===== config.mk =====
export PLATFORM = sky130hd
export DESIGN_NAME = rr_process_scheduler
export DESIGN_NICKNAME = d
export VERILOG_FILES = /design/src/rtl/rr_process_scheduler.sv
export SDC_FILE = /design/constraint.sdc
export NUM_CORES = 1
export LEC_CHECK = 0
export CAP_MARGIN = 10
export CORE_ASPECT_RATIO = 0.75
export CORE_UTILIZATION = 25
export CTS_CLUSTER_SIZE = 10
export DETAILED_ROUTE_END_ITERATION = 6
export MAX_ROUTING_LAYER = met4
export PLACE_DENSITY = 0.39
export SYNTH_ARGS = -nofsm -noshare
export SYNTH_HDL_FRONTEND = slang
export SYNTH_SLANG_ARGS = --single-unit
export TNS_END_PERCENT = 50

===== constraint.sdc =====
create_clock -name clock -period 6.1 [get_ports clock]
set_input_delay 0.61 -clock clock [delete_from_list [all_inputs] [get_ports clock]]
set_output_delay 0.61 -clock clock [all_outputs]
set_load 0.01 [all_outputs]

===== src/rtl/rr_process_scheduler.sv =====
// rr_process_scheduler: round-robin process table, quantum counter and context-switch handshake to the CPU PC mux.
// Latency: create_ok/create_full one cycle after create_valid; switch_req two cycles after a RUN event (SELECT, DISPATCH).
// Backpressure: switch_req/switch_pid/switch_pc held stable until switch_ack; SCHED_STATS_EN adds switch/preempt counters.
module rr_process_scheduler #(
    parameter int NUM_PROC = 4,
    parameter int QUANTUM  = 8,
    parameter int PC_W     = 32,
    localparam int PID_W   = (NUM_PROC > 1) ? $clog2(NUM_PROC) : 1
) (
    input  logic             clock,
    input  logic             reset,
    input  logic             create_valid,
    input  logic [PC_W-1:0]  create_pc,
    output logic             create_ok,
    output logic             create_full,
    output logic [PID_W-1:0] create_pid,
    input  logic             instr_retire,
    input  logic             io_block,
    input  logic             io_done,
    input  logic [PID_W-1:0] io_pid,
    input  logic             proc_end,
    input  logic [PC_W-1:0]  save_pc,
    output logic             switch_req,
    output logic [PID_W-1:0] switch_pid,
    output logic [PC_W-1:0]  switch_pc,
    input  logic             switch_ack,
    output logic [PID_W-1:0] current_pid,
    output logic             running,
    output logic             idle
`ifdef SCHED_STATS_EN
    ,
    output logic [15:0]      switch_count,
    output logic [15:0]      preempt_count
`endif
);

    typedef enum logic [1:0] {SLOT_FREE, SLOT_READY, SLOT_BLOCKED, SLOT_RUNNING} slot_e;
    typedef enum logic [1:0] {ST_IDLE, ST_SELECT, ST_DISPATCH, ST_RUN} state_e;

    localparam int              CNT_W    = $clog2(QUANTUM + 1);
    localparam logic [CNT_W-1:0] CNT_LOAD = CNT_W'(QUANTUM);
    localparam logic [CNT_W-1:0] CNT_ONE  = CNT_W'(1);

    state_e           state_q, state_d;
    slot_e            slot_q [NUM_PROC];
    slot_e            slot_d [NUM_PROC];
    logic [PC_W-1:0]  pc_q   [NUM_PROC];
    logic [PC_W-1:0]  pc_d   [NUM_PROC];
    logic [CNT_W-1:0] cnt_q, cnt_d;
    logic [PID_W-1:0] cur_q, cur_d;
    logic [PID_W-1:0] sw_pid_q, sw_pid_d;
    logic [PC_W-1:0]  sw_pc_q, sw_pc_d;
    logic             crt_ok_q, crt_ok_d;
    logic             crt_full_q, crt_full_d;
    logic [PID_W-1:0] crt_pid_q, crt_pid_d;

    logic             any_ready;
    logic             free_found;
    logic [PID_W-1:0] free_pid;
    logic             sel_found;
    logic [PID_W-1:0] sel_pid;
    logic             expire;
    logic             ack_fire;

    // PID at distance k+1 from base, wrapping modulo NUM_PROC (works for non-power-of-two tables)
    function automatic logic [PID_W-1:0] wrap_pid(input logic [PID_W-1:0] base, input int k);
        return PID_W'((int'(base) + 1 + k) % NUM_PROC);
    endfunction

    // Lowest-index FREE slot for creation, plus "anything runnable" for leaving IDLE
    always_comb begin
        free_found = 1'b0;
        free_pid   = '0;
        any_ready  = 1'b0;
        for (int i = NUM_PROC - 1; i >= 0; i--) begin
            if (slot_q[i] == SLOT_FREE) begin
                free_found = 1'b1;
                free_pid   = PID_W'(i);
            end
            if (slot_q[i] == SLOT_READY) begin
                any_ready = 1'b1;
            end
        end
    end

    // Round-robin pick: start after current_pid, current_pid itself is considered last
    always_comb begin
        sel_found = 1'b0;
        sel_pid   = '0;
        for (int k = 0; k < NUM_PROC; k++) begin
            if (!sel_found && slot_q[wrap_pid(cur_q, k)] == SLOT_READY) begin
                sel_found = 1'b1;
                sel_pid   = wrap_pid(cur_q, k);
            end
        end
    end

    // Next-state: FSM, slot table updates from create / io_done / RUN events, quantum counter
    always_comb begin
        state_d    = state_q;
        slot_d     = slot_q;
        pc_d       = pc_q;
        cnt_d      = cnt_q;
        cur_d      = cur_q;
        sw_pid_d   = sw_pid_q;
        sw_pc_d    = sw_pc_q;
        expire     = 1'b0;
        ack_fire   = 1'b0;
        crt_ok_d   = create_valid && free_found;
        crt_full_d = create_valid && !free_found;
        crt_pid_d  = (create_valid && free_found) ? free_pid : '0;

        // Only a slot already BLOCKED can be woken; anything else is a stray completion
        if (io_done && (int'(io_pid) < NUM_PROC) && slot_q[io_pid] == SLOT_BLOCKED) begin
            slot_d[io_pid] = SLOT_READY;
        end

        // Uses registered slot state, so a slot freed this cycle is not reused until next cycle
        if (create_valid && free_found) begin
            slot_d[free_pid] = SLOT_READY;
            pc_d[free_pid]   = create_pc;
        end

        case (state_q)
            ST_IDLE: begin
                if (any_ready) begin
                    state_d = ST_SELECT;
                end
            end
            ST_SELECT: begin
                if (sel_found) begin
                    sw_pid_d = sel_pid;
                    sw_pc_d  = pc_q[sel_pid];
                    state_d  = ST_DISPATCH;
                end else begin
                    state_d = ST_IDLE;
                end
            end
            ST_DISPATCH: begin
                if (switch_ack) begin
                    ack_fire         = 1'b1;
                    slot_d[sw_pid_q] = SLOT_RUNNING;
                    cur_d            = sw_pid_q;
                    cnt_d            = CNT_LOAD;
                    state_d          = ST_RUN;
                end
            end
            ST_RUN: begin
                if (proc_end) begin
                    slot_d[cur_q] = SLOT_FREE;
                    state_d       = ST_SELECT;
                end else if (io_block) begin
                    slot_d[cur_q] = SLOT_BLOCKED;
                    pc_d[cur_q]   = save_pc;
                    state_d       = ST_SELECT;
                end else if (instr_retire) begin
                    if (cnt_q == CNT_ONE) begin
                        expire        = 1'b1;
                        slot_d[cur_q] = SLOT_READY;
                        pc_d[cur_q]   = save_pc;
                        state_d       = ST_SELECT;
                    end else begin
                        cnt_d = cnt_q - CNT_ONE;
                    end
                end
            end
            default: state_d = ST_IDLE;
        endcase
    end

    // State registers; reset returns every slot to FREE and the FSM to IDLE
    always_ff @(posedge clock or posedge reset) begin
        if (reset) begin
            state_q    <= ST_IDLE;
            cnt_q      <= '0;
            cur_q      <= '0;
            sw_pid_q   <= '0;
            sw_pc_q    <= '0;
            crt_ok_q   <= 1'b0;
            crt_full_q <= 1'b0;
            crt_pid_q  <= '0;
            for (int i = 0; i < NUM_PROC; i++) begin
                slot_q[i] <= SLOT_FREE;
                pc_q[i]   <= '0;
            end
        end else begin
            state_q    <= state_d;
            cnt_q      <= cnt_d;
            cur_q      <= cur_d;
            sw_pid_q   <= sw_pid_d;
            sw_pc_q    <= sw_pc_d;
            crt_ok_q   <= crt_ok_d;
            crt_full_q <= crt_full_d;
            crt_pid_q  <= crt_pid_d;
            slot_q     <= slot_d;
            pc_q       <= pc_d;
        end
    end

`ifdef SCHED_STATS_EN
    logic [15:0] switch_count_q;
    logic [15:0] preempt_count_q;

    // Saturating counts of accepted dispatches and quantum preemptions
    always_ff @(posedge clock or posedge reset) begin
        if (reset) begin
            switch_count_q  <= '0;
            preempt_count_q <= '0;
        end else begin
            if (ack_fire && switch_count_q != 16'hFFFF) begin
                switch_count_q <= switch_count_q + 16'd1;
            end
            if (expire && preempt_count_q != 16'hFFFF) begin
                preempt_count_q <= preempt_count_q + 16'd1;
            end
        end
    end

    assign switch_count  = switch_count_q;
    assign preempt_count = preempt_count_q;
`endif

    // switch_req decodes straight from the state register so reset drops it asynchronously
    assign switch_req  = (state_q == ST_DISPATCH);
    assign running     = (state_q == ST_RUN);
    assign idle        = (state_q == ST_IDLE);
    assign switch_pid  = sw_pid_q;
    assign switch_pc   = sw_pc_q;
    assign current_pid = cur_q;
    assign create_ok   = crt_ok_q;
    assign create_full = crt_full_q;
    assign create_pid  = crt_pid_q;

endmodule

# Yosys cells after proc, flatten, opt, wreduce, memory -nomap -nowiden
# Cells that the tools add are included.
# Widths: inputs -> output; s select.
# totals
register_bits	182
latch_bits	0
mem_bits_rw	0
rom_bits	0
input_bits	74
out_inout_bits	43
word_cells	184
n_memories	0
# op_classes
n_addsub	5
multipliers	0
div	0
order_cmp	13
n_eq_ne	21
n_shift	0
n_mux	81
bitwise	24
reduce_logical	24
# ops
op	count
$mux 128	6
$bwmux 128	2
$demux 32 s2	2
$mux 32	4
$bmux 32 s2	1
$mux 2	30
$mux 8	7
$ge 3x3->1 const B	9
$not 2->3	9
$bmux 2 s2	5
$mux 4	5
$eq 2x1->1 const B	9
$and 4x4->4	4
$demux 2 s2	4
$not 4->4	4
$or 4x4->4	4
$pmux 8 s2	1
$lt 3x1->1 const B	4
$mux 1	12
$logic_and 1x1->1	10
$logic_not 2->1	5
$and 8x8->8	1
$ne 2x2->1 const B	4
$not 8->8	1
other kinds (16)	25

# Depth between registers and ports, before layout
# Gate-level depths: netlist of run 1.
# logic_depth
ltp_word	20
depth_mapped	10
depth_no_buf	7

# Least setup slack after synthesis of run 1
# Ideal clock, no wire load.
# synth_timing
path_kind	reg2reg
from	reg cur_q[0], in the netlist current_pid[0]
to	reg sw_pc_q[1], in the netlist switch_pc[1]
setup_ps	136
arrival_ps	2145
required_time_ps	5964
setup_slack_ps	3819
stages_incl_launch_ff	9
n_path_buf	1
period_less_slack_ps	2281
path_cell_list	dfrtp_1 inv_1 ha_1 and3b_1 o311ai_4 nand2_2 buf_4 a2111oi_2 a211oi_2
# synth_via
elab_chain_len	20
elab_cells_between_ends	43
cone_classes	4 x add/sub; 4 x eq/ne; 23 x mux; 5 x bitwise; 7 x reduce/logical
# synth_rtl
item	line	rtl
start: declaration	50	logic [PID_W-1:0] cur_q, cur_d;
start signal: assignment	189	cur_q <= cur_d;
$add 2x1->2 (*)	67	return PID_W'((int'(base) + 1 + k) % NUM_PROC);
branches (longest 19 deep; another with $add 2x2->2)	--	
end signal: assignment	191	sw_pc_q <= sw_pc_d;
end: declaration	52	logic [PC_W-1:0] sw_pc_q, sw_pc_d;
# Every way passes the cells marked *. The select of a mux whose other input is x is not followed.
# A chain may end at the register's enable or synchronous reset.

# Worst setup path in the final report of run 1
# layout_timing
from	reg slot_q[7] (netlist bit)
to	reg sw_pc_q[11], in the netlist switch_pc[11]
# layout_via
elab_chain_len	18
elab_cells_between_ends	35
cone_classes	4 x eq/ne; 23 x mux; 1 x bitwise; 7 x reduce/logical
# layout_rtl
item	line	rtl
start: declaration	45	slot_e slot_q [NUM_PROC];
start signal: assignment	195	slot_q <= slot_d;
$bmux 2 s2	91	if (!sel_found && slot_q[wrap_pid(cur_q, k)] == SLOT_READY) begin
$mux 2 (not written as such) (2 in series)	91	
$eq 2x1->1	91	
$mux 1	91	
$logic_not 1->1	91	
$logic_and 1x1->1	91	
$mux 1	91	
$logic_not 1->1	91	
$logic_and 1x1->1	91	
$mux 1	91	
$logic_not 1->1	91	
$logic_and 1x1->1	91	
$mux 2	91	
$not 2->3 (not written as such)	133	sw_pc_d = pc_q[sel_pid];
$bmux 32 s2	133	
$mux 32 (not written as such) (2 in series)	133	
# Several ways; a longest one is shown, not always the timed one. The select of a mux whose other input is x is not followed.

==> results of run 1 <==
routing by layer:
layer  wire, microns  global-route usage [%]
met5               0                       -
met4             233                    3.24
met3            1090                    3.14
met2           14100                    25.3
met1           15800                    24.0
where the power goes:
group,leakage (nW),total (mW),switching [mW],internal [mW]
Clock,0.286,1.18,0.520,0.655
Combinational,2.95,3.25,1.87,1.38
Sequential,2.17,2.23,0.411,1.82
Yosys cell counts, types with 3 or more instances:
| cell | number | area, sq um |
|---|---|---|
| nand2_1 | 15 | 56.3 |
| nand2b_1 | 7 | 43.8 |
| a211oi_1 | 24 | 180 |
| o21ai_0 | 10 | 50.1 |
| a211o_1 | 4 | 35.0 |
| nand3b_1 | 4 | 30.0 |
| inv_1 | 12 | 45.0 |
| nand3_1 | 4 | 20.0 |
| buf_6 | 6 | 67.6 |
| dfrtp_1 | 182 | 4550 |
| mux2i_1 | 161 | 1610 |
| a2111oi_0 | 25 | 219 |
| a2111oi_2 | 7 | 105 |
| a221o_1 | 3 | 30.0 |
| buf_12 | 3 | 60.1 |
| a211oi_2 | 7 | 87.6 |
| buf_2 | 16 | 80.1 |
| nor3b_1 | 4 | 30.0 |
| nor2_1 | 172 | 646 |
| a21oi_1 | 138 | 691 |
| and3_1 | 34 | 213 |
| nor2b_1 | 3 | 18.8 |
| clkbuf_1 | 40 | 150 |
| ha_1 | 10 | 125 |
| nor3_1 | 3 | 15.0 |
layout by cell type, fill, tap and decap left out, types with 4 or more instances in the layout:
cell / instances
mux2i_1: 161
a2111oi_0: 25
o21ai_0: 10
clkdlybuf4s50_1: 116
buf_4: 13
nor2_1: 172
a2111oi_2: 7
and3_1: 34
nand2b_1: 7
a211o_1: 4
inv_1: 11
clkbuf_16: 17
ha_1: 10
nand3b_1: 4
nand3_1: 4
dfrtp_1: 182
a211oi_1: 24
nand2_2: 6
a21oi_1: 138
nand2_1: 10
a211oi_2: 7
flip-flops by register name, indices dropped and copies added, names as in the netlist:
register and count:
current_pid 2, slot_q 8, create_pid 2, cnt_q 4, state_q 2, create_ok 1
switch_pid 2, pc_q 128, create_full 1, switch_pc 32
worst paths after layout:
kind                       cells past startpoint                   endpoint                      start  slack, ns
setup / recovery                               5  switch_pc[11]$_DFFE_PP0P_        slot_q[7]$_DFF_PP0_       2.59
hold / removal                                 2  switch_pc[27]$_DFFE_PP0P_  switch_pc[27]$_DFFE_PP0P_       0.57
setup reg to reg                               5  switch_pc[11]$_DFFE_PP0P_        slot_q[7]$_DFF_PP0_       2.59
hold reg to reg                                2  switch_pc[27]$_DFFE_PP0P_  switch_pc[27]$_DFFE_PP0P_       0.57
max in group asynchronous                      3  switch_pc[27]$_DFFE_PP0P_                      reset       4.20
min in group asynchronous                      2        pc_q[105]$_DFF_PP0_                      reset       0.68
per-stage QoR:
step / cell area (sq um) / util (%) / worst slack, ns / total power [mW]
2_1_floorplan: 9520 / - / 0.546 / 4.49
3_3_place_gp: 11100 / 29.7 / 2.67 / 5.55
3_5_place_dp: 11100 / 29.7 / 2.59 / 5.56
4_1_cts: 11700 / 31.3 / 2.60 / 6.76
5_1_grt: 11700 / 31.3 / 2.38 / 7.15
6_report: 11700 / 31.3 / 2.59 / 6.66
worst register-to-register path, delay by kind of cell (launching register included):
kind | cells | cell delay, ns
flip-flops | 1 | 0.50
AND/OR/NAND/NOR | 2 | 1.15
AO/OA/AOI/OAI | 3 | 1.72
layout make-up:
| cell class | instances | area share, % |
|---|---|---|
| Timing Repair Buffer | 129 | 10.8 |
| Sequential cell | 182 | 39.0 |
| Clock inverter | 12 | 1.32 |
| Tap cell | 504 | 5.40 |
| Inverter | 12 | 0.450 |
| Multi-Input combinational cell | 672 | 39.2 |
| Clock buffer | 20 | 3.83 |
| Antenna cell | 1 | 0.0214 |
cell families after synthesis:
logic type                 Yosys count  share of synthesized area (%)
AOI/OAI and AO/OA                  238                           16.7
adders and majority gates           10                           1.31
buffers and inverters               81                           4.47
DFF                                182                           47.9
muxes                              162                           17.1
and+or+nand+nor                    262                           12.6
==> results.tsv, run 1 <==
metric	value	unit
status	complete, no violations	
fin crit period	3.51	ns
Num CTS Buffers	17	
critical path endpoint category	flip-flop	
CP cell instances	and3b_1 > o21ai_4 > nand2_2 > a2111oi_0 > a211oi_1	
Die Y	171	microns
FF+latch area	0.00455	sq mm
H-tree depth	4	
Worst Tran Pin Value	1.19	ns
Mean Syn Cell Area	10.2	sq um
Slowest-stage cell, CP	o21ai_4	
share of cells above drive strength 1	7.79	%
register area share after synthesis	47.9	%
endpoints failing hold	0	
Inst Count DP	1499	
clock-pin slew on the worst setup and hold paths	0.07	ns
kind of critical path	flip-flop to flip-flop	
CP max FO	35	
post-cts sizing count	0	
Setup Skew	0.0112	ns
Arr. time, crit path	3.82	ns
final wirelength	31200	microns
Setup Fix Bufs, Post-CTS	0	
PwrDens	571	mW/mm^2
Starting Density	25.6	%
Vias/cell	4.74	
type of the tightest min-delay check	flip-flop to flip-flop	
CTS tree	built	
Tcrit/Tclk final	57.6	%
max incr delay on CP	0.90	ns
setup violators final	0	
Ports	117	
synth unique cells	55	
Residual DRC	0	
die area	0.0389	sq mm
Detailed Routing Iterations Pass 1	5	
max cap viols	0	
CTS max path bufs	2	
Worst Setup Start Kind	flip-flop	
Peak VDD IR	359	uV
Multi-input gate area	0.00457	sq mm
Final Max Tran Viols	0	
pin count of the biggest net entering global routing	96	
FMAX	0.285	GHz
critical path's top delay family	compound AO/OA/AOI/OAI gates	
Site Rows	61	
area delta synth->final	22.6	%
post-route setup TNS	0	ns
Hold Buf Count CTS	0	
Relative slew margins	20.2	%
via count	7264	
Filler Cell Count	3933	
Die X-Extent	227	microns
CP Buf/Inv Count	0	
clk_lat worst skew	0.46	ns
Post-synth EDFFs	0	
vias in the first global route	7225	
DRT iter0 DRCs	467	
final HPWL from detailed placement	18400	microns
Post-Syn Area	0.00952	sq mm
Hold WS	0.571	ns
nets	1098	
routed len/inst	20.4	microns
Routed Antenna Nets	0	
Core ar.	0.0372	sq mm
# clock sinks	182	
CP required	6.41	ns
cell count after synthesis	935	
non-filler cells, final	1532	
Seq cells post-synth	182	
ys flop type	dfrtp_1	
RSZ-0062 raised after global routing	false	
Buffers on Ports	116	
syn_nets	1019	
initial antenna violation count	1	
Root Buffer Master	clkbuf_16	
RePlAce Congestion	0.764	
fraction of registers with async set/reset	100	%
total grt overflow	0	
total track usage	17.0	%
leakage power	5.41	nW
yosys synthesis warning count	0	
global-route wire length before repair	47100	microns
Power figures use the tool's default switching activity.
==> inputs of run 2 (changes only) <==
Settings changed: PLACE_DENSITY 0.39 to 0.41.
Clock period 6.1 ns to 3.1 ns, I/O delays scaled along.
==> results.tsv, run 2 (synthesized netlist as in run 1, its figures left out) <==
metric	value	unit	change
status	complete, no violations		
Largest Register	pc_q		
final HPWL from detailed placement	19100	microns	+3.9%
max FFs per register	128		unchanged
leakage power	5.48	nW	+1.4%
Site Rows	61		unchanged
non-filler cells, final	1544		+0.78%
Buffers on Ports	116		unchanged
endpoints failing hold	0		unchanged
setup violators final	0		unchanged
Util after Layout	31.7	%	+0.34 points
CP max FO	33		-5.7%
Starting Density	25.6	%	unchanged
Hold Buf Count CTS	0		unchanged
CTS tree	built		
Ports	117		unchanged
via count	7268		+0.055%
Residual DRC	0		unchanged
Detailed Routing Iterations Pass 1	5		unchanged
H-tree depth	4		unchanged
Vias/cell	4.71		-0.72%
CP required	3.39	ns	-3.02 ns
Arr. time, crit path	3.09	ns	-0.73 ns
final wirelength	30500	microns	-2.4%
pin count of the biggest net entering global routing	83		-14%
Tcrit/Tclk final	90.1	%	+33 points
kind of critical path	flip-flop to flip-flop		
share of cells above drive strength 1	8.95	%	+1.2 points
Inst Count DP	1512		+0.87%
# clock sinks	182		unchanged
post-route setup TNS	0	ns	unchanged
DRT iter0 DRCs	472		+1.1%
Setup Fix Bufs, Post-CTS	0		unchanged
critical path endpoint category	flip-flop		
Root Buffer Master	clkbuf_16		
clock-pin slew on the worst setup and hold paths	0.07	ns	about the same
Die X-Extent	227	microns	unchanged
global-route wire length before repair	46300	microns	-1.9%
Setup Skew	0.00978	ns	-0.00142 ns
fin crit period	2.79	ns	-0.717 ns
Worst Tran Pin Value	0.837	ns	-0.356 ns
Die Y	171	microns	unchanged
Routed Antenna Nets	0		unchanged
Filler Cell Count	3907		-0.66%
RSZ-0062 raised after global routing	false		
leading cell type in the layout, fill and taps excluded	dfrtp_1		
Final Max Tran Viols	0		unchanged
Worst Setup Start Kind	flip-flop		
nets	1111		+1.2%
area delta synth->final	24.0	%	
setup ws final	0.306	ns	-2.28 ns
die area	0.0389	sq mm	unchanged
Core ar.	0.0372	sq mm	unchanged
vias in the first global route	7060		-2.3%
Peak VDD IR	467	uV	+30%
Num CTS Buffers	17		unchanged
total track usage	16.6	%	-0.39 points
clk_lat worst skew	0.44	ns	-0.02 ns
PwrDens	1100	mW/mm^2	+93%
CTS max path bufs	2		unchanged
RePlAce Congestion	0.762		-0.20%
FMAX	0.358	GHz	+26%
max cap viols	0		unchanged
total grt overflow	0		unchanged
Place WS	0.278	ns	-2.32 ns
Relative slew margins	44.2	%	+24 points
post-cts sizing count	0		unchanged
type of the tightest min-delay check	input port to asynchronous set/reset pin		
initial antenna violation count	1		unchanged
most frequent cells in the layout	dfrtp_1 (182), nor2_1 (172), mux2i_1 (161), a21oi_1 (138), clkdlybuf4s50_1 (116)		
routed len/inst	19.7	microns	-3.2%
[run 2: layout make-up]
| cell class | count | area [sq um] | area share (%) |
|---|---|---|---|
| sequential | 182 | 4550 | 38.6 |
| tap | 504 | 631 | 5.34 |
| clock buffer | 23 | 498 | 4.22 |
| antenna | 1 | 2.50 | 0.0212 |
| clock inverter | 8 | 48.8 | 0.414 |
| timing repair buffer | 142 | 1440 | 12.2 |
| inverter | 12 | 48.8 | 0.414 |
| multi-input combinational | 672 | 4570 | 38.7 |
[run 2: worst paths after layout]
kind | from | endpoint | slack [ns] | cells past startpoint
worst min-delay path | reset | pc_q[68]$_DFF_PP0_ | 0.35 | 3
worst max-delay path | current_pid[0]$_DFFE_PP0P_ | switch_pc[31]$_DFFE_PP0P_ | 0.31 | 7
worst max register to register | current_pid[0]$_DFFE_PP0P_ | switch_pc[31]$_DFFE_PP0P_ | 0.31 | 7
max in group asynchronous | reset | slot_q[6]$_DFF_PP0_ | 2.26 | 3
min in group clock | create_valid | create_ok$_DFF_PP0_ | 0.54 | 2
worst min register to register | switch_pc[0]$_DFFE_PP0P_ | switch_pc[0]$_DFFE_PP0P_ | 0.57 | 2
[run 2: stage by stage]
step                      hold slack (ns)  cell area [sq um]  power, mW
after global routing                0.407              11800       14.0
after CTS                           0.377              11800       13.2
after floorplan                     0.432               9520       8.84
after global placement              0.548              11200       11.0
after detailed placement            0.559              11200       11.1
final                               0.348              11800       13.0
[run 2: report_power, final]
group / internal, mW / switching [mW] / leakage, nW
combinational: 2.94 / 3.64 / 3.04
clock: 1.12 / 0.971 / 0.271
sequential: 3.59 / 0.759 / 2.17
[run 2: worst max-delay path, cell delays in order, from the launching register on]
cell      delay (ns)
dfrtp_1         0.45
inv_1           0.12
ha_1            0.33
inv_1           0.09
o221ai_2        0.06
a2bb2o_2        0.74
and2_4          0.66
a211oi_1        0.16
[run 2: layer usage]
layer / global-route usage (%) / routed length, microns
met5: - / 0
met4: 4.00 / 320
met3: 2.83 / 1140
met2: 23.0 / 12800
met1: 24.7 / 16200
